**src/rtl/pr_bus_arbiter_pkg.sv**
```systemverilog
// Shared types and encodings for the two-master device-bus arbiter.
package pr_bus_arbiter_pkg;

  typedef enum logic [1:0] {
    IDLE = 2'd0,
    BUSY = 2'd1,
    DONE = 2'd2,
    ERR  = 2'd3
  } state_e;

  localparam logic M0 = 1'b0;
  localparam logic M1 = 1'b1;

  // Transfer captured at grant time and replayed on the device bus.
  typedef struct packed {
    logic [31:0] addr;
    logic [31:0] wd;
    logic        we;
    logic [3:0]  be;
  } xfer_t;

  // Device bus is word addressed; byte offset is carried by the byte enables.
  function automatic logic [31:0] word_align(input logic [31:0] a);
    return a & 32'hFFFF_FFFC;
  endfunction

endpackage

```
**src/rtl/pr_bus_arbiter_if.sv**
```systemverilog
// Master-side and device-side signals of the arbiter, bundled.
// slave: arbiter view. master: environment view (requesters + device).
interface pr_bus_arbiter_if;
  import pr_bus_arbiter_pkg::*;

  logic        m0_req;
  logic [31:0] m0_addr;
  logic [31:0] m0_wd;
  logic        m0_we;
  logic [3:0]  m0_be;
  logic [31:0] m0_rd;
  logic        m0_ack;
  logic        m0_err;

  logic        m1_req;
  logic [31:0] m1_addr;
  logic [31:0] m1_wd;
  logic        m1_we;
  logic [3:0]  m1_be;
  logic [31:0] m1_rd;
  logic        m1_ack;
  logic        m1_err;

  logic        dev_req;
  logic [31:0] dev_addr;
  logic [31:0] dev_wd;
  logic        dev_we;
  logic [3:0]  dev_be;
  logic [31:0] dev_rd;
  logic        dev_ack;

  logic        owner;

  modport slave (
    input  m0_req, m0_addr, m0_wd, m0_we, m0_be,
    output m0_rd, m0_ack, m0_err,
    input  m1_req, m1_addr, m1_wd, m1_we, m1_be,
    output m1_rd, m1_ack, m1_err,
    output dev_req, dev_addr, dev_wd, dev_we, dev_be,
    input  dev_rd, dev_ack,
    output owner
  );

  modport master (
    output m0_req, m0_addr, m0_wd, m0_we, m0_be,
    input  m0_rd, m0_ack, m0_err,
    output m1_req, m1_addr, m1_wd, m1_we, m1_be,
    input  m1_rd, m1_ack, m1_err,
    input  dev_req, dev_addr, dev_wd, dev_we, dev_be,
    output dev_rd, dev_ack,
    input  owner
  );

endinterface

```
**src/rtl/pr_rr_pick.sv**
```systemverilog
// Combinational 2-way round-robin select: on contention, the master that
// did not win last time gets the grant.
module pr_rr_pick (
  input  logic req0_i,
  input  logic req1_i,
  input  logic rr_last_i,
  output logic gnt_valid_o,
  output logic gnt_id_o
);
  // Single requester wins outright; both requesting alternates on rr_last.
  always_comb begin
    gnt_valid_o = req0_i | req1_i;
    gnt_id_o    = (req0_i & req1_i) ? ~rr_last_i : req1_i;
  end
endmodule

```
**src/rtl/pr_bus_arbiter.sv**
```systemverilog
// Two-master arbiter/sequencer for the processor device bus: grants one
// master, replays its latched transfer on dev_*, waits for dev_ack with a
// timeout and returns a one-cycle ack or err pulse to the owner.
module pr_bus_arbiter
  import pr_bus_arbiter_pkg::*;
#(
  parameter int TIMEOUT = 16,
  parameter int CNT_W   = 8
) (
  input logic clk,
  input logic reset,
  pr_bus_arbiter_if.slave bus
);

  localparam logic [CNT_W-1:0] CNT_LAST = CNT_W'(TIMEOUT - 1);

  state_e            state_q, state_d;
  logic              owner_q, owner_d;
  logic              rr_q, rr_d;
  logic [CNT_W-1:0]  cnt_q, cnt_d;
  xfer_t             xf_q, xf_d;
  logic [31:0]       rd0_q, rd0_d, rd1_q, rd1_d;
  logic              gnt_valid, gnt_id;
  xfer_t             sel;

  pr_rr_pick u_pick (
    .req0_i      (bus.m0_req),
    .req1_i      (bus.m1_req),
    .rr_last_i   (rr_q),
    .gnt_valid_o (gnt_valid),
    .gnt_id_o    (gnt_id)
  );

  // Transfer fields of whichever master the picker selected.
  always_comb begin
    sel.addr = word_align(gnt_id ? bus.m1_addr : bus.m0_addr);
    sel.wd   = gnt_id ? bus.m1_wd : bus.m0_wd;
    sel.we   = gnt_id ? bus.m1_we : bus.m0_we;
    sel.be   = gnt_id ? bus.m1_be : bus.m0_be;
  end

  // Next-state: arbitration, wait counting, read-data capture.
  always_comb begin
    state_d = state_q;
    owner_d = owner_q;
    rr_d    = rr_q;
    cnt_d   = cnt_q;
    xf_d    = xf_q;
    rd0_d   = rd0_q;
    rd1_d   = rd1_q;
    case (state_q)
      IDLE: begin
        cnt_d = '0;
        if (gnt_valid) begin
          owner_d = gnt_id;
          xf_d    = sel;
          // A write with no byte lanes never touches the device.
          state_d = (sel.we && sel.be == 4'b0000) ? DONE : BUSY;
        end
      end
      BUSY: begin
        cnt_d = cnt_q + CNT_W'(1);
        // dev_ack wins over a timeout landing on the same cycle.
        if (bus.dev_ack) begin
          if (!xf_q.we) begin
            if (owner_q == M1) rd1_d = bus.dev_rd;
            else               rd0_d = bus.dev_rd;
          end
          state_d = DONE;
        end else if (cnt_q == CNT_LAST) begin
          state_d = ERR;
        end
      end
      DONE, ERR: begin
        rr_d    = owner_q;
        cnt_d   = '0;
        state_d = IDLE;
      end
      default: state_d = IDLE;
    endcase
  end

  // State and latch registers; reset clears latched transfer data.
  always_ff @(posedge clk or posedge reset) begin
    if (reset) begin
      state_q <= IDLE;
      owner_q <= M0;
      rr_q    <= M0;
      cnt_q   <= '0;
      xf_q    <= '0;
      rd0_q   <= '0;
      rd1_q   <= '0;
    end else begin
      state_q <= state_d;
      owner_q <= owner_d;
      rr_q    <= rr_d;
      cnt_q   <= cnt_d;
      xf_q    <= xf_d;
      rd0_q   <= rd0_d;
      rd1_q   <= rd1_d;
    end
  end

  assign bus.dev_req  = (state_q == BUSY);
  assign bus.dev_addr = xf_q.addr;
  assign bus.dev_wd   = xf_q.wd;
  assign bus.dev_we   = xf_q.we;
  assign bus.dev_be   = xf_q.be;

  assign bus.m0_rd  = rd0_q;
  assign bus.m1_rd  = rd1_q;
  assign bus.m0_ack = (state_q == DONE) && (owner_q == M0);
  assign bus.m1_ack = (state_q == DONE) && (owner_q == M1);
  assign bus.m0_err = (state_q == ERR)  && (owner_q == M0);
  assign bus.m1_err = (state_q == ERR)  && (owner_q == M1);
  assign bus.owner  = owner_q;

endmodule
```
**src/flat_wrapper.sv**
```systemverilog
// flat-port wrapper written by rule: the top's interface ports become plain ports
module pr_bus_arbiter_flat import pr_bus_arbiter_pkg::*;
#(
  parameter int TIMEOUT = 16,
  parameter int CNT_W   = 8
)
  (clk, reset, bus_m0_req, bus_m0_addr, bus_m0_wd, bus_m0_we, bus_m0_be, bus_m0_rd, bus_m0_ack, bus_m0_err, bus_m1_req, bus_m1_addr, bus_m1_wd, bus_m1_we, bus_m1_be, bus_m1_rd, bus_m1_ack, bus_m1_err, bus_dev_req, bus_dev_addr, bus_dev_wd, bus_dev_we, bus_dev_be, bus_dev_rd, bus_dev_ack, bus_owner);
  pr_bus_arbiter_if bus_i ();
  input logic clk;
  input logic reset;
  input wire logic [$bits(bus_i.m0_req)-1:0] bus_m0_req;
  input wire logic [$bits(bus_i.m0_addr)-1:0] bus_m0_addr;
  input wire logic [$bits(bus_i.m0_wd)-1:0] bus_m0_wd;
  input wire logic [$bits(bus_i.m0_we)-1:0] bus_m0_we;
  input wire logic [$bits(bus_i.m0_be)-1:0] bus_m0_be;
  output wire logic [$bits(bus_i.m0_rd)-1:0] bus_m0_rd;
  output wire logic [$bits(bus_i.m0_ack)-1:0] bus_m0_ack;
  output wire logic [$bits(bus_i.m0_err)-1:0] bus_m0_err;
  input wire logic [$bits(bus_i.m1_req)-1:0] bus_m1_req;
  input wire logic [$bits(bus_i.m1_addr)-1:0] bus_m1_addr;
  input wire logic [$bits(bus_i.m1_wd)-1:0] bus_m1_wd;
  input wire logic [$bits(bus_i.m1_we)-1:0] bus_m1_we;
  input wire logic [$bits(bus_i.m1_be)-1:0] bus_m1_be;
  output wire logic [$bits(bus_i.m1_rd)-1:0] bus_m1_rd;
  output wire logic [$bits(bus_i.m1_ack)-1:0] bus_m1_ack;
  output wire logic [$bits(bus_i.m1_err)-1:0] bus_m1_err;
  output wire logic [$bits(bus_i.dev_req)-1:0] bus_dev_req;
  output wire logic [$bits(bus_i.dev_addr)-1:0] bus_dev_addr;
  output wire logic [$bits(bus_i.dev_wd)-1:0] bus_dev_wd;
  output wire logic [$bits(bus_i.dev_we)-1:0] bus_dev_we;
  output wire logic [$bits(bus_i.dev_be)-1:0] bus_dev_be;
  input wire logic [$bits(bus_i.dev_rd)-1:0] bus_dev_rd;
  input wire logic [$bits(bus_i.dev_ack)-1:0] bus_dev_ack;
  output wire logic [$bits(bus_i.owner)-1:0] bus_owner;
  assign bus_i.m0_req = bus_m0_req;
  assign bus_i.m0_addr = bus_m0_addr;
  assign bus_i.m0_wd = bus_m0_wd;
  assign bus_i.m0_we = bus_m0_we;
  assign bus_i.m0_be = bus_m0_be;
  assign bus_m0_rd = bus_i.m0_rd;
  assign bus_m0_ack = bus_i.m0_ack;
  assign bus_m0_err = bus_i.m0_err;
  assign bus_i.m1_req = bus_m1_req;
  assign bus_i.m1_addr = bus_m1_addr;
  assign bus_i.m1_wd = bus_m1_wd;
  assign bus_i.m1_we = bus_m1_we;
  assign bus_i.m1_be = bus_m1_be;
  assign bus_m1_rd = bus_i.m1_rd;
  assign bus_m1_ack = bus_i.m1_ack;
  assign bus_m1_err = bus_i.m1_err;
  assign bus_dev_req = bus_i.dev_req;
  assign bus_dev_addr = bus_i.dev_addr;
  assign bus_dev_wd = bus_i.dev_wd;
  assign bus_dev_we = bus_i.dev_we;
  assign bus_dev_be = bus_i.dev_be;
  assign bus_i.dev_rd = bus_dev_rd;
  assign bus_i.dev_ack = bus_dev_ack;
  assign bus_owner = bus_i.owner;
  pr_bus_arbiter #(.TIMEOUT(TIMEOUT), .CNT_W(CNT_W)) u_core (.clk(clk), .reset(reset), .bus(bus_i));
endmodule
```
**config.mk**
```make
export PLATFORM = sky130hd
export DESIGN_NAME = pr_bus_arbiter_flat
export DESIGN_NICKNAME = d
export VERILOG_FILES = /design/src/rtl/pr_bus_arbiter_pkg.sv /design/src/rtl/pr_bus_arbiter_if.sv /design/src/rtl/pr_rr_pick.sv /design/src/rtl/pr_bus_arbiter.sv /design/src/flat_wrapper.sv
export SDC_FILE = /design/constraint.sdc
export NUM_CORES = 1
export LEC_CHECK = 0
export ABC_CLOCK_PERIOD_IN_PS = 4100
export BUFFER_PORTS_ARGS = -buffer_cell sky130_fd_sc_hd__buf_2
export CAP_MARGIN = 25
export CORE_MARGIN = 5
export CORE_UTILIZATION = 42
export CTS_CLUSTER_DIAMETER = 50
export DETAILED_ROUTE_END_ITERATION = 8
export PLACE_DENSITY = 0.87
export RECOVER_POWER = 50
export SLEW_MARGIN = 5
export SYNTH_ARGS = -nofsm -noshare
export SYNTH_HDL_FRONTEND = slang
export SYNTH_SLANG_ARGS = --single-unit
```
**constraint.sdc**
```tcl
create_clock -name clk -period 4.1 [get_ports clk]
set_clock_uncertainty 0.15 [all_clocks]
set_input_delay 0 -clock clk [delete_from_list [all_inputs] [get_ports clk]]
set_output_delay 0 -clock clk [all_outputs]
set_load 0.02 [all_outputs]
```
==> results.md <==
* Failing checks: max-capacitance violations, max-slew violations
* CTS Root Cell: clkbuf_16
* Synthesis-stage register bit count at 143
* Die area at approximately 18000 um2
* CTS tree: yes
* Setup TNS at 0 ns
* Post-Synth Adder-Cell Area at 0.001968
* Syn. warnings at 0
* Slew headroom at -0.4039
* Largest family of logic cells by synthesized area: multiplexers
* Number of DRC markers in iteration 0 at around 240
* Critical Path Sink Type: register
* WL/cell at 18.92 um
* Share of cells above drive strength 1 at 0.4536
* Gate power share at 0.435
* Final worst path period need at approximately 3.0 ns
* Commonest non-fill, non-tap cell in the layout: mux2_2
* Crit-path cells: a21boi_4 -> buf_4 -> mux2_2 -> dlygate4sd3_1 -> mux2_2
* Final net count at around 1100
* Critical-path top delay cell: buf_4
* Final hold vios at 0
* Via density at about 5.0
* Core Region at approximately 15000 um2
* Overflow after GRT at 0
* Synth Area in Simple Gates at 0.03385
* DP HPWL at 11.68 mm
* Post-synthesis compound-gate area fraction at 0.01161
* Max Clock Freq at 0.3378 GHz
* Critical path class: reg2reg
* Final-report max-slew violation count at 102
* Row cnt at 45
* Final period utilization at 0.7221
* Via count at between 5000 and 6000
* Final Routed Wirelength at between 20 and 25 mm
* Max incr delay on CP at 0.70 ns
* Worst Path Required at roughly 4.2 ns
* Initial core utilization at 0.4229
* Hold Crit Class: in2reg
* Clk slew on worst S/H paths at around 0.060 ns
* Vias in the first global route at 6359
* Mux share of post-synthesis cell area at 0.3543
* P_sw at between 2000 and 3000 uW
* Seq pwr share at 0.347
* Post-Synth XOR/XNOR Area at 0.004133
* Worst-path fanout max at 65
* Clock insertion delay at the later pin of the skew report at 0.41 ns
* Clk network pwr share at 0.218
* Cell taking the most area after synthesis: dfrtp_1
* Status: finished, violations left
* First-pass GRT wire length at ~33 mm
* Switching part of the total at 0.3952
* Commonest cells after routing, fill and taps aside: 197 x mux2_2, 175 x buf_2, 172 x dlygate4sd3_1, 143 x dfrtp_1, 133 x clkbuf_1
* VDD IR-drop max at 461.1 uV
* Post-cts gate resize count at 0
* Remaining antenna violation count at 0
* Critical path's most frequent cell: mux2_2
* Max H-tree Level at 4
* P&R area growth vs syn at 60.38%
* Crit path buffers/inverters at 2
* Pleak at 0.004525 uW
* Synth top area share at 0.5629
* Gpl congestion at between 0.7 and 0.8
* Die height at roughly 130 um
* Largest net degree at the start of global routing at about 100
* GRT Util Overall at 0.2373
* Area contributors post-synth: dfrtp_1 56%, mux2_2 35%, buf_6 1.2%
* Post-Syn Area at 6357 um2
* Syn avg cell area at 15.03 um2
* Die X at between 100 and 150 um
* Post-Syn Instances at 423
* CTS Buf Count at 17
* Sink Count at about 140
* Initial antenna violation count at 2
* Seq/Total Area, Yosys at 0.5629
* Layout Utilization at 0.6782
* Number of fill cells at roughly 1100
* Worst slew pin tran at 2.101 ns
* Final setup violation count at 0
* Maxcap violations at 1
* Buffers on Ports at 307
* TritonRoute pass-1 iters at 4
* RSZ-0062 raised after global routing: no
* Num ports at about 310
* CP Launch Type: register
* Yosys cell types at 38
* DRC Markers at 0
* Arrival time at the worst endpoint at approximately 3.1 ns
* Pwr Density at ~720 nW/um2
* Int Pwr at ~4400 uW
* Top delay family on crit path: buffers and inverters
* CTS Buffer Depth at 2
==> registers in the layout (all words and copies together) (netlist names) <==
signal and flops:
u_core.rr_q 1, u_core.bus.dev_we 1, u_core.bus.owner 1, u_core.state_q 2, u_core.bus.m1_rd 32, u_core.bus.dev_addr 30, u_core.cnt_q 8, u_core.bus.dev_wd 32
u_core.bus.m0_rd 32, u_core.bus.dev_be 4
==> metal layers <==
layer / part of all wire / global-route usage / up-vias
li1: - / - / 2481
met4: 0.044 / 0.1288 / 0
met1: 0.36 / 0.2469 / 2658
met3: 0.066 / 0.06730 / 73
met5: 0 / 0 / -
met2: 0.53 / 0.4297 / 258
==> worst register-to-register path, stage by stage, from the launching register on <==
cell	delay [ns]
dfrtp_1	0.40
a21boi_4	0.25
buf_4	0.70
mux2_2	0.49
dlygate4sd3_1	0.58
mux2_2	0.27
==> power groups by stage <==
stage | registers [uW] | clock network [uW] | logic, uW
2_1_floorplan | 3260 | 0 | 1250
3_3_place_gp | 2440 | 0 | 3030
3_5_place_dp | 2490 | 0 | 3090
4_1_cts | 2480 | 1610 | 3300
5_1_grt | 2610 | 1690 | 3370
6_report | 2540 | 1590 | 3170
==> final cells by class <==
| type | count | area [um2] | share of cell area |
|---|---|---|---|
| Antenna cell | 2 | 5.005 | 0.0004909 |
| Clock buffer | 18 | 429.2 | 0.04209 |
| Clock inverter | 14 | 181.4 | 0.01779 |
| Inverter | 4 | 18.77 | 0.001841 |
| Multi-Input combinational cell | 251 | 2597 | 0.2548 |
| Sequential cell | 143 | 3578 | 0.3510 |
| Tap cell | 188 | 235.2 | 0.02307 |
| Timing Repair Buffer | 485 | 3151 | 0.3090 |
==> metrics by stage <==
step / hold WS (ns) / cells / area [um2] / setup WS, ns / total power [uW]
after floorplan: -0.01530 / 424 / 6361 / 0.1121 / 4516
after global placement: 0.08292 / 899 / 8033 / 1.816 / 5470
after detailed placement: 0.08928 / 899 / 8033 / 1.789 / 5580
after CTS: 0.005345 / 1103 / 10360 / 1.225 / 7396
after global routing: 0.02451 / 1105 / 10200 / 1.071 / 7670
final: 0.03466 / 1105 / 10200 / 1.139 / 7298
==> worst paths after layout <==
check | slack [ns] | end | startpoint | cells past startpoint
max | 1.14 | u_core.bus.dev_addr[10] | u_core.rr_q | 5
min | 0.03 | u_core.bus.owner | bus_m1_req | 3
max reg2reg | 1.14 | u_core.bus.dev_addr[10] | u_core.rr_q | 5
min reg2reg | 0.34 | u_core.bus.m0_rd[23] | u_core.bus.m0_rd[23] | 1
max in group asynchronous | 1.91 | u_core.cnt_q[2] | reset | 4
min in group asynchronous | 0.71 | u_core.bus.dev_addr[22] | reset | 3
==> cells by family after synthesis <==
logic type	Yosys count
buffers and inverters	30
adder cells (fa/ha/maj)	1
multiplexers	200
AO/OA/AOI/OAI	11
flip-flops	143
AND/OR/NAND/NOR	34
other	1
XOR/XNOR	3
==> cells in the mapped netlist <==
library cell / n
a211oi_1: 1
a21boi_1: 1
a21oi_1: 3
a31o_2: 1
a32oi_1: 1
a41oi_1: 1
and2_1: 1
and3_1: 2
buf_2: 15
buf_4: 3
buf_6: 7
clkbuf_1: 1
conb_1: 1
dfrtp_1: 143
ha_1: 1
inv_1: 3
inv_2: 1
mux2_1: 3
mux2_2: 197
nand2_1: 4
nand2b_1: 1
nand2b_4: 1
nand3_1: 3
nand3b_1: 1
nand4_1: 1
nand4b_2: 1
nor2_1: 8
nor3_1: 4
nor3_2: 1
nor3b_1: 1
nor4_1: 1
nor4b_4: 1
o21ai_0: 2
o31ai_1: 1
or3_1: 2
or4_1: 1
xnor2_1: 2
xor2_1: 1
==> timing repair <==
| action | CTS | global route |
|---|---|---|
| endpoints found under the hold margin | 233 | 0 |
| buffers inserted | 0 | 0 |
| hold buffers | 172 | 0 |
Power figures use the tool's default switching activity.
